**config.mk**
```make
export PLATFORM = sky130hd
export DESIGN_NAME = key_event_scheduler
export DESIGN_NICKNAME = d
export VERILOG_FILES = /design/src/rtl/key_sched_pkg.sv /design/src/rtl/key_debounce_filter.sv /design/src/rtl/key_event_scheduler.sv
export SDC_FILE = /design/constraint.sdc
export NUM_CORES = 1
export LEC_CHECK = 0
export ABC_AREA = 1
export CORE_ASPECT_RATIO = 0.6
export CORE_MARGIN = 1.5
export CORE_UTILIZATION = 45
export DETAILED_ROUTE_END_ITERATION = 16
export PLACE_DENSITY = 0.65
export SLEW_MARGIN = 20
export SYNTH_ARGS = -nofsm -noshare
export SYNTH_HDL_FRONTEND = slang
export SYNTH_SLANG_ARGS = --single-unit
```
**constraint.sdc**
```tcl
create_clock -name iClk -period 4 [get_ports iClk]
set_clock_uncertainty 0.15 [all_clocks]
set_input_delay 0.6 -clock iClk [delete_from_list [all_inputs] [get_ports iClk]]
set_output_delay 0.6 -clock iClk [all_outputs]
set_load 0.01 [all_outputs]
```
**src/rtl/key_sched_pkg.sv**
```systemverilog
// Shared definitions for the key event scheduler: arbiter state encoding
// and the round-robin index step used by the grant search.
package key_sched_pkg;

  typedef enum logic {
    IDLE    = 1'b0,
    PRESENT = 1'b1
  } arbState_t;

  // Next index after idx in a ring of n entries; n-1 wraps to 0 even when
  // n is not a power of two.
  function automatic int unsigned rrNext(input int unsigned idx, input int unsigned n);
    return (idx + 32'd1 >= n) ? 32'd0 : idx + 32'd1;
  endfunction

endpackage

```
**src/rtl/key_debounce_filter.sv**
```systemverilog
// Per-button filter: 2-flop synchroniser on the active-low pin followed by
// a consecutive-mismatch counter. The filtered level flips once the
// synchronised level has disagreed with it for COUNT_NUM cycles in a row.
// oRise is high for exactly the first cycle the filtered level reads 1.
module key_debounce_filter #(
  parameter int COUNT_NUM = 5
) (
  input  logic iClk,
  input  logic iRst_n,
  input  logic iBtn_n,
  output logic oLevel,
  output logic oRise
);

  localparam int CNT_W = (COUNT_NUM > 1) ? $clog2(COUNT_NUM) : 1;
  localparam logic [CNT_W-1:0] CNT_MAX = CNT_W'(COUNT_NUM - 1);

  logic             syncP0;
  logic             syncP1;
  logic [CNT_W-1:0] cnt;

  // Bring the raw pressed level into the iClk domain.
  always_ff @(posedge iClk or negedge iRst_n) begin
    if (!iRst_n) begin
      syncP0 <= 1'b0;
      syncP1 <= 1'b0;
    end else begin
      syncP0 <= ~iBtn_n;
      syncP1 <= syncP0;
    end
  end

  // Count consecutive disagreements; any agreement restarts the count.
  always_ff @(posedge iClk or negedge iRst_n) begin
    if (!iRst_n) begin
      cnt    <= '0;
      oLevel <= 1'b0;
      oRise  <= 1'b0;
    end else begin
      oRise <= 1'b0;
      if (syncP1 == oLevel) begin
        cnt <= '0;
      end else if (cnt == CNT_MAX) begin
        cnt    <= '0;
        oLevel <= ~oLevel;
        oRise  <= ~oLevel;
      end else begin
        cnt <= cnt + 1'b1;
      end
    end
  end

endmodule

```
**src/rtl/key_event_scheduler.sv**
```systemverilog
// Debounces NUM_KEYS active-low buttons, turns each press into a pending
// event and hands events one at a time to the consumer over valid/ready,
// granting in round-robin order starting after the last granted key.
// Optional build macro: KEY_AUTO_REPEAT_EN adds per-key hold timers that
// re-raise an event after REPEAT_DELAY cycles and then every REPEAT_PERIOD.
module key_event_scheduler
  import key_sched_pkg::*;
#(
  parameter int NUM_KEYS      = 4,
  parameter int COUNT_NUM     = 5,
  parameter int REPEAT_DELAY  = 25000000,
  parameter int REPEAT_PERIOD = 5000000,
  localparam int KEY_W        = $clog2(NUM_KEYS)
) (
  input  logic                iClk,
  input  logic                iRst_n,
  input  logic [NUM_KEYS-1:0] iBtn_n,
  input  logic                iReady,
  output logic                oValid,
  output logic [KEY_W-1:0]    oKey,
  output logic [NUM_KEYS-1:0] oLevel,
  output logic [NUM_KEYS-1:0] oPending,
  output logic                oDrop
);

  if (NUM_KEYS < 2 || NUM_KEYS > 16 || COUNT_NUM < 1 ||
      REPEAT_DELAY < 1 || REPEAT_PERIOD < 1) begin : gParamCheck
    $error("key_event_scheduler: parameter out of range");
  end

  logic [NUM_KEYS-1:0] level;
  logic [NUM_KEYS-1:0] rise;
  logic [NUM_KEYS-1:0] setMask;
  logic [NUM_KEYS-1:0] clrMask;
  logic [NUM_KEYS-1:0] pending;
  logic [KEY_W-1:0]    last;
  logic [KEY_W-1:0]    sel;
  logic                found;
  logic                grant;
  int unsigned         idx;
  arbState_t           state;
  arbState_t           stateNext;

  for (genvar k = 0; k < NUM_KEYS; k++) begin : gKey
    key_debounce_filter #(
      .COUNT_NUM (COUNT_NUM)
    ) uFilter (
      .iClk   (iClk),
      .iRst_n (iRst_n),
      .iBtn_n (iBtn_n[k]),
      .oLevel (level[k]),
      .oRise  (rise[k])
    );
  end

`ifdef KEY_AUTO_REPEAT_EN
  localparam int HOLD_MAX = (REPEAT_DELAY > REPEAT_PERIOD) ? REPEAT_DELAY : REPEAT_PERIOD;
  localparam int HOLD_W   = $clog2(HOLD_MAX + 1);

  logic [NUM_KEYS-1:0] repFire;

  for (genvar k = 0; k < NUM_KEYS; k++) begin : gRepeat
    logic [HOLD_W-1:0] holdCnt;
    logic [HOLD_W-1:0] target;
    logic              repeating;

    // First repeat waits the long delay, later ones the shorter period.
    assign target     = repeating ? HOLD_W'(REPEAT_PERIOD) : HOLD_W'(REPEAT_DELAY);
    assign repFire[k] = level[k] && (holdCnt == target);

    // Hold timer: counts cycles held, restarts after each repeat fires.
    always_ff @(posedge iClk or negedge iRst_n) begin
      if (!iRst_n) begin
        holdCnt   <= '0;
        repeating <= 1'b0;
      end else if (!level[k]) begin
        holdCnt   <= '0;
        repeating <= 1'b0;
      end else if (repFire[k]) begin
        holdCnt   <= HOLD_W'(1);
        repeating <= 1'b1;
      end else begin
        holdCnt <= holdCnt + 1'b1;
      end
    end
  end

  assign setMask = rise | repFire;
`else
  assign setMask = rise;
`endif

  assign clrMask  = grant ? (NUM_KEYS'(1) << sel) : '0;
  assign oValid   = (state == PRESENT);
  assign oLevel   = level;
  assign oPending = pending;

  // Arbiter state register.
  always_ff @(posedge iClk or negedge iRst_n) begin
    if (!iRst_n) begin
      state <= IDLE;
    end else begin
      state <= stateNext;
    end
  end

  // Round-robin search from last+1 and grant/handshake transitions.
  always_comb begin
    stateNext = state;
    grant     = 1'b0;
    sel       = '0;
    found     = 1'b0;
    idx       = 32'(last);
    for (int i = 0; i < NUM_KEYS; i++) begin
      idx = rrNext(idx, NUM_KEYS);
      if (!found && pending[KEY_W'(idx)]) begin
        found = 1'b1;
        sel   = KEY_W'(idx);
      end
    end
    case (state)
      IDLE: begin
        if (found) begin
          stateNext = PRESENT;
          grant     = 1'b1;
        end
      end
      PRESENT: begin
        if (iReady) begin
          stateNext = IDLE;
        end
      end
      default: stateNext = IDLE;
    endcase
  end

  // Pending set/clear (a new set beats a same-cycle grant), drop flag,
  // and the presented key / round-robin pointer captured on grant.
  always_ff @(posedge iClk or negedge iRst_n) begin
    if (!iRst_n) begin
      pending <= '0;
      oDrop   <= 1'b0;
      oKey    <= '0;
      last    <= KEY_W'(NUM_KEYS - 1);
    end else begin
      pending <= (pending & ~clrMask) | setMask;
      oDrop   <= |(setMask & pending & ~clrMask);
      if (grant) begin
        oKey <= sel;
        last <= sel;
      end
    end
  end

endmodule

```
==> metrics.yaml <==
run:
  maxCapViolCount: 0
setup_path:
  cp_data_arrival_time_ps: 2520
  crit_start: "last[0]$_DFFE_PN1P_"
  crit_fanout: 7
  r2r_slack_ps: 1490
  timing.rr.start: "last[0]$_DFFE_PN1P_"
  start_kind: "flip-flop"
  critPathCaptureType: "flip-flop"
  r2r_cells: 14
  cp.required_ps: 4020
  worstReg2RegEnd: "oDrop$_DFF_PN0_"
  crit_type: "reg2reg"
  critPathCapture: "oDrop$_DFF_PN0_"
die:
  row_count: 18
  start_util: 0.473
  core-area_mm2: 0.00414
  io_pins: 19
  dieArea_mm2: 0.00478
  die_h_um: 54.1
  die_w_um: 88.2
cts:
  cts-root-buf: "clkbuf_8"
  clock_latency_ps: 290
  htree_levels: 2
  clk_pin_slew_ps: 80
  cts_resized: 0
  clk_path_buf_depth: 2
  post_cts_buffers: 0
  cts_tree: "yes"
  cts_buffers: 5
  ctsHoldBuffers: 0
  cts.sinks: 38
placement:
  port_buffers: 18
  hpwl_um: 2410
  dp.cells: 290
  gp_congestion: 0.953
drt:
  wl_per_cell_um: 10.6
  avgViaCountPerCell: 4.48
  drt-initial-drc-count: 65
  drc: 0
  first_pass_iters: 4
  num_vias: 1335
  ant_nets: 0
  wl_um: 3160
logic_synthesis:
  synth_edf_count: 0
  synth_top_area_share: 0.459
  synth_common_cells: "48 x nand2_1, 36 x dfrtp_1, 36 x inv_1, 13 x ha_1, 12 x nor3_1"
  yosys_warnings: 0
  yosysTopAreaCell: "dfrtp_1"
  syn_area_per_cell_um2: 9.08
  syn_area_mm2: 0.00196
  synth_nets: 236
  dominantRegCellSynth: "dfrtp_1"
  synth-seq-cells: 38
  synthCells: 216
  ys_types: 26
  postSynth.asyncResetShare: 1.00
  yosysMostFrequentCell: "nand2_1"
  yosys-top-cells-area: "dfrtp_1 46%, nand2_1 9.2%, ha_1 8.3%"
  ys_seq_area_frac: 0.486
global_routing:
  grt.total_usage: 0.155
  use_met2: 0.210
  grt_pass1_wl_um: 5340
  grt_busiest_layer: "met1"
  grt_util_met3: 0.0567
  grt_max_degree: 39
  use_met1: 0.227
  antenna_found_initial: 0
  grt_pass1_vias: 1170
  grt_overflow: 0
power:
  cellPowerDensity_mw_per_mm2: 847
  p_leak_nw: 1.21
  ir_drop_uv: 307
cells_and_area:
  drive_above_1_share: 0.139
  n_fill_cell: 381
  post-route-util: 0.561
  instances_no_fill: 298
  nets: 257
  syn_to_final_growth_pct: 18.5
  insertedDiodeCount: 0
timing:
  finalSetupTns_ps: 0
  hold_violations: 0
  rsz0062_at_grt: "no"
  slew_viol_final: 0
  finalSetupViolCount: 0
  max_freq_mhz: 399
  max-slew-margin-rel: 0.473
  fin_hold_ws_ps: 200
  min_period_ps: 2510
  worst_pin_slew_ps: 791
  period_share: 0.626
outcome:
  status: "complete, no violations"
hold_path:
  whs_path_depth: 0
  holdCritStartpoint: "gKey[2].uFilter.syncP0$_DFF_PN0_"
  hp-class: "reg2reg"
per-stage QoR:
stage | instance area, um^2 | setup slack, ps | power [mW]
4_1_cts | 2320 | 1510 | 1.98
3_5_place_dp | 2180 | 1540 | 1.58
2_1_floorplan | 1960 | 1780 | 1.33
3_3_place_gp | 2180 | 1650 | 1.58
5_1_grt | 2320 | 1290 | 2.14
6_report | 2320 | 1490 | 1.97
cells by family after synthesis:
kind of cell / Yosys count / share of synthesized area
buffers and inverters: 44 / 0.0919
and+or+nand+nor: 95 / 0.247
xor gates and xnor gates: 8 / 0.0357
muxes: 1 / 0.00511
AOI/OAI and AO/OA: 17 / 0.0510
DFF: 38 / 0.486
adders and majority gates: 13 / 0.0830
final cells by class:
type | instances | area [um^2] | share of cell area
inverter | 40 | 150 | 0.0646
timing repair buffer | 18 | 175 | 0.0754
clock inverter | 2 | 60.1 | 0.0258
clock buffer | 6 | 82.6 | 0.0355
multi-input combinational | 134 | 827 | 0.356
tap | 60 | 75.1 | 0.0323
sequential | 38 | 953 | 0.410
registers in the layout (all words and copies together), names as in the netlist:
register and cells:
gKey.uFilter.cnt 12, gKey.uFilter.oLevel 4, gKey.uFilter.oRise 4, gKey.uFilter.syncP0 4
gKey.uFilter.syncP1 4, last 2, oDrop 1, oKey 2
oPending 4, oValid 1
critical path, stage by stage (launching register included):
cell	delay [ps]
dfstp_2	590
inv_2	100
ha_1	380
inv_1	180
nand2_1	70
nand3_1	90
nand2_1	70
nand2_2	110
nand3_2	100
nand2_1	110
nand2_1	70
nor2_1	140
nor2_1	60
nor2_1	90
nand2_1	70
report_power, final:
part           total, mW  leakage, nW  switching, mW  internal [mW]
sequential         0.613        0.481          0.107          0.506
clock              0.397       0.0714          0.131          0.266
combinational      0.957        0.653          0.576          0.382
layout by cell type, fill, tap and decap left out, types with 3 or more instances in the layout:
cell type | netlist | routed
clkbuf_8 | 0 | 6
clkdlybuf4s50_1 | 0 | 17
dfrtp_1 | 36 | 36
ha_1 | 13 | 13
inv_1 | 36 | 36
inv_2 | 4 | 4
nand2_1 | 48 | 48
nand2_2 | 6 | 6
nand3_1 | 7 | 7
nand3_2 | 5 | 5
nor2_1 | 8 | 8
nor2_4 | 3 | 3
nor3_1 | 12 | 12
o21ai_0 | 8 | 8
o21bai_1 | 3 | 3
xnor2_1 | 8 | 8
how the worst min path moves through the flow:
stage,end
floorplan,gKey[0].uFilter.cnt[0]$_DFF_PN0_
global placement,gKey[0].uFilter.syncP1$_DFF_PN0_
detailed placement,gKey[2].uFilter.syncP1$_DFF_PN0_
CTS,gKey[2].uFilter.syncP1$_DFF_PN0_
global route,gKey[0].uFilter.syncP1$_DFF_PN0_
finish,gKey[2].uFilter.syncP1$_DFF_PN0_
metal layers:
metal | vias to the layer above | routed length, um
met1 | 597 | 1750
met4 | 0 | 26
met5 | - | 0
li1 | 700 | -
met2 | 31 | 1210
met3 | 7 | 175
No activity file was read; power rests on OpenSTA's default activity.
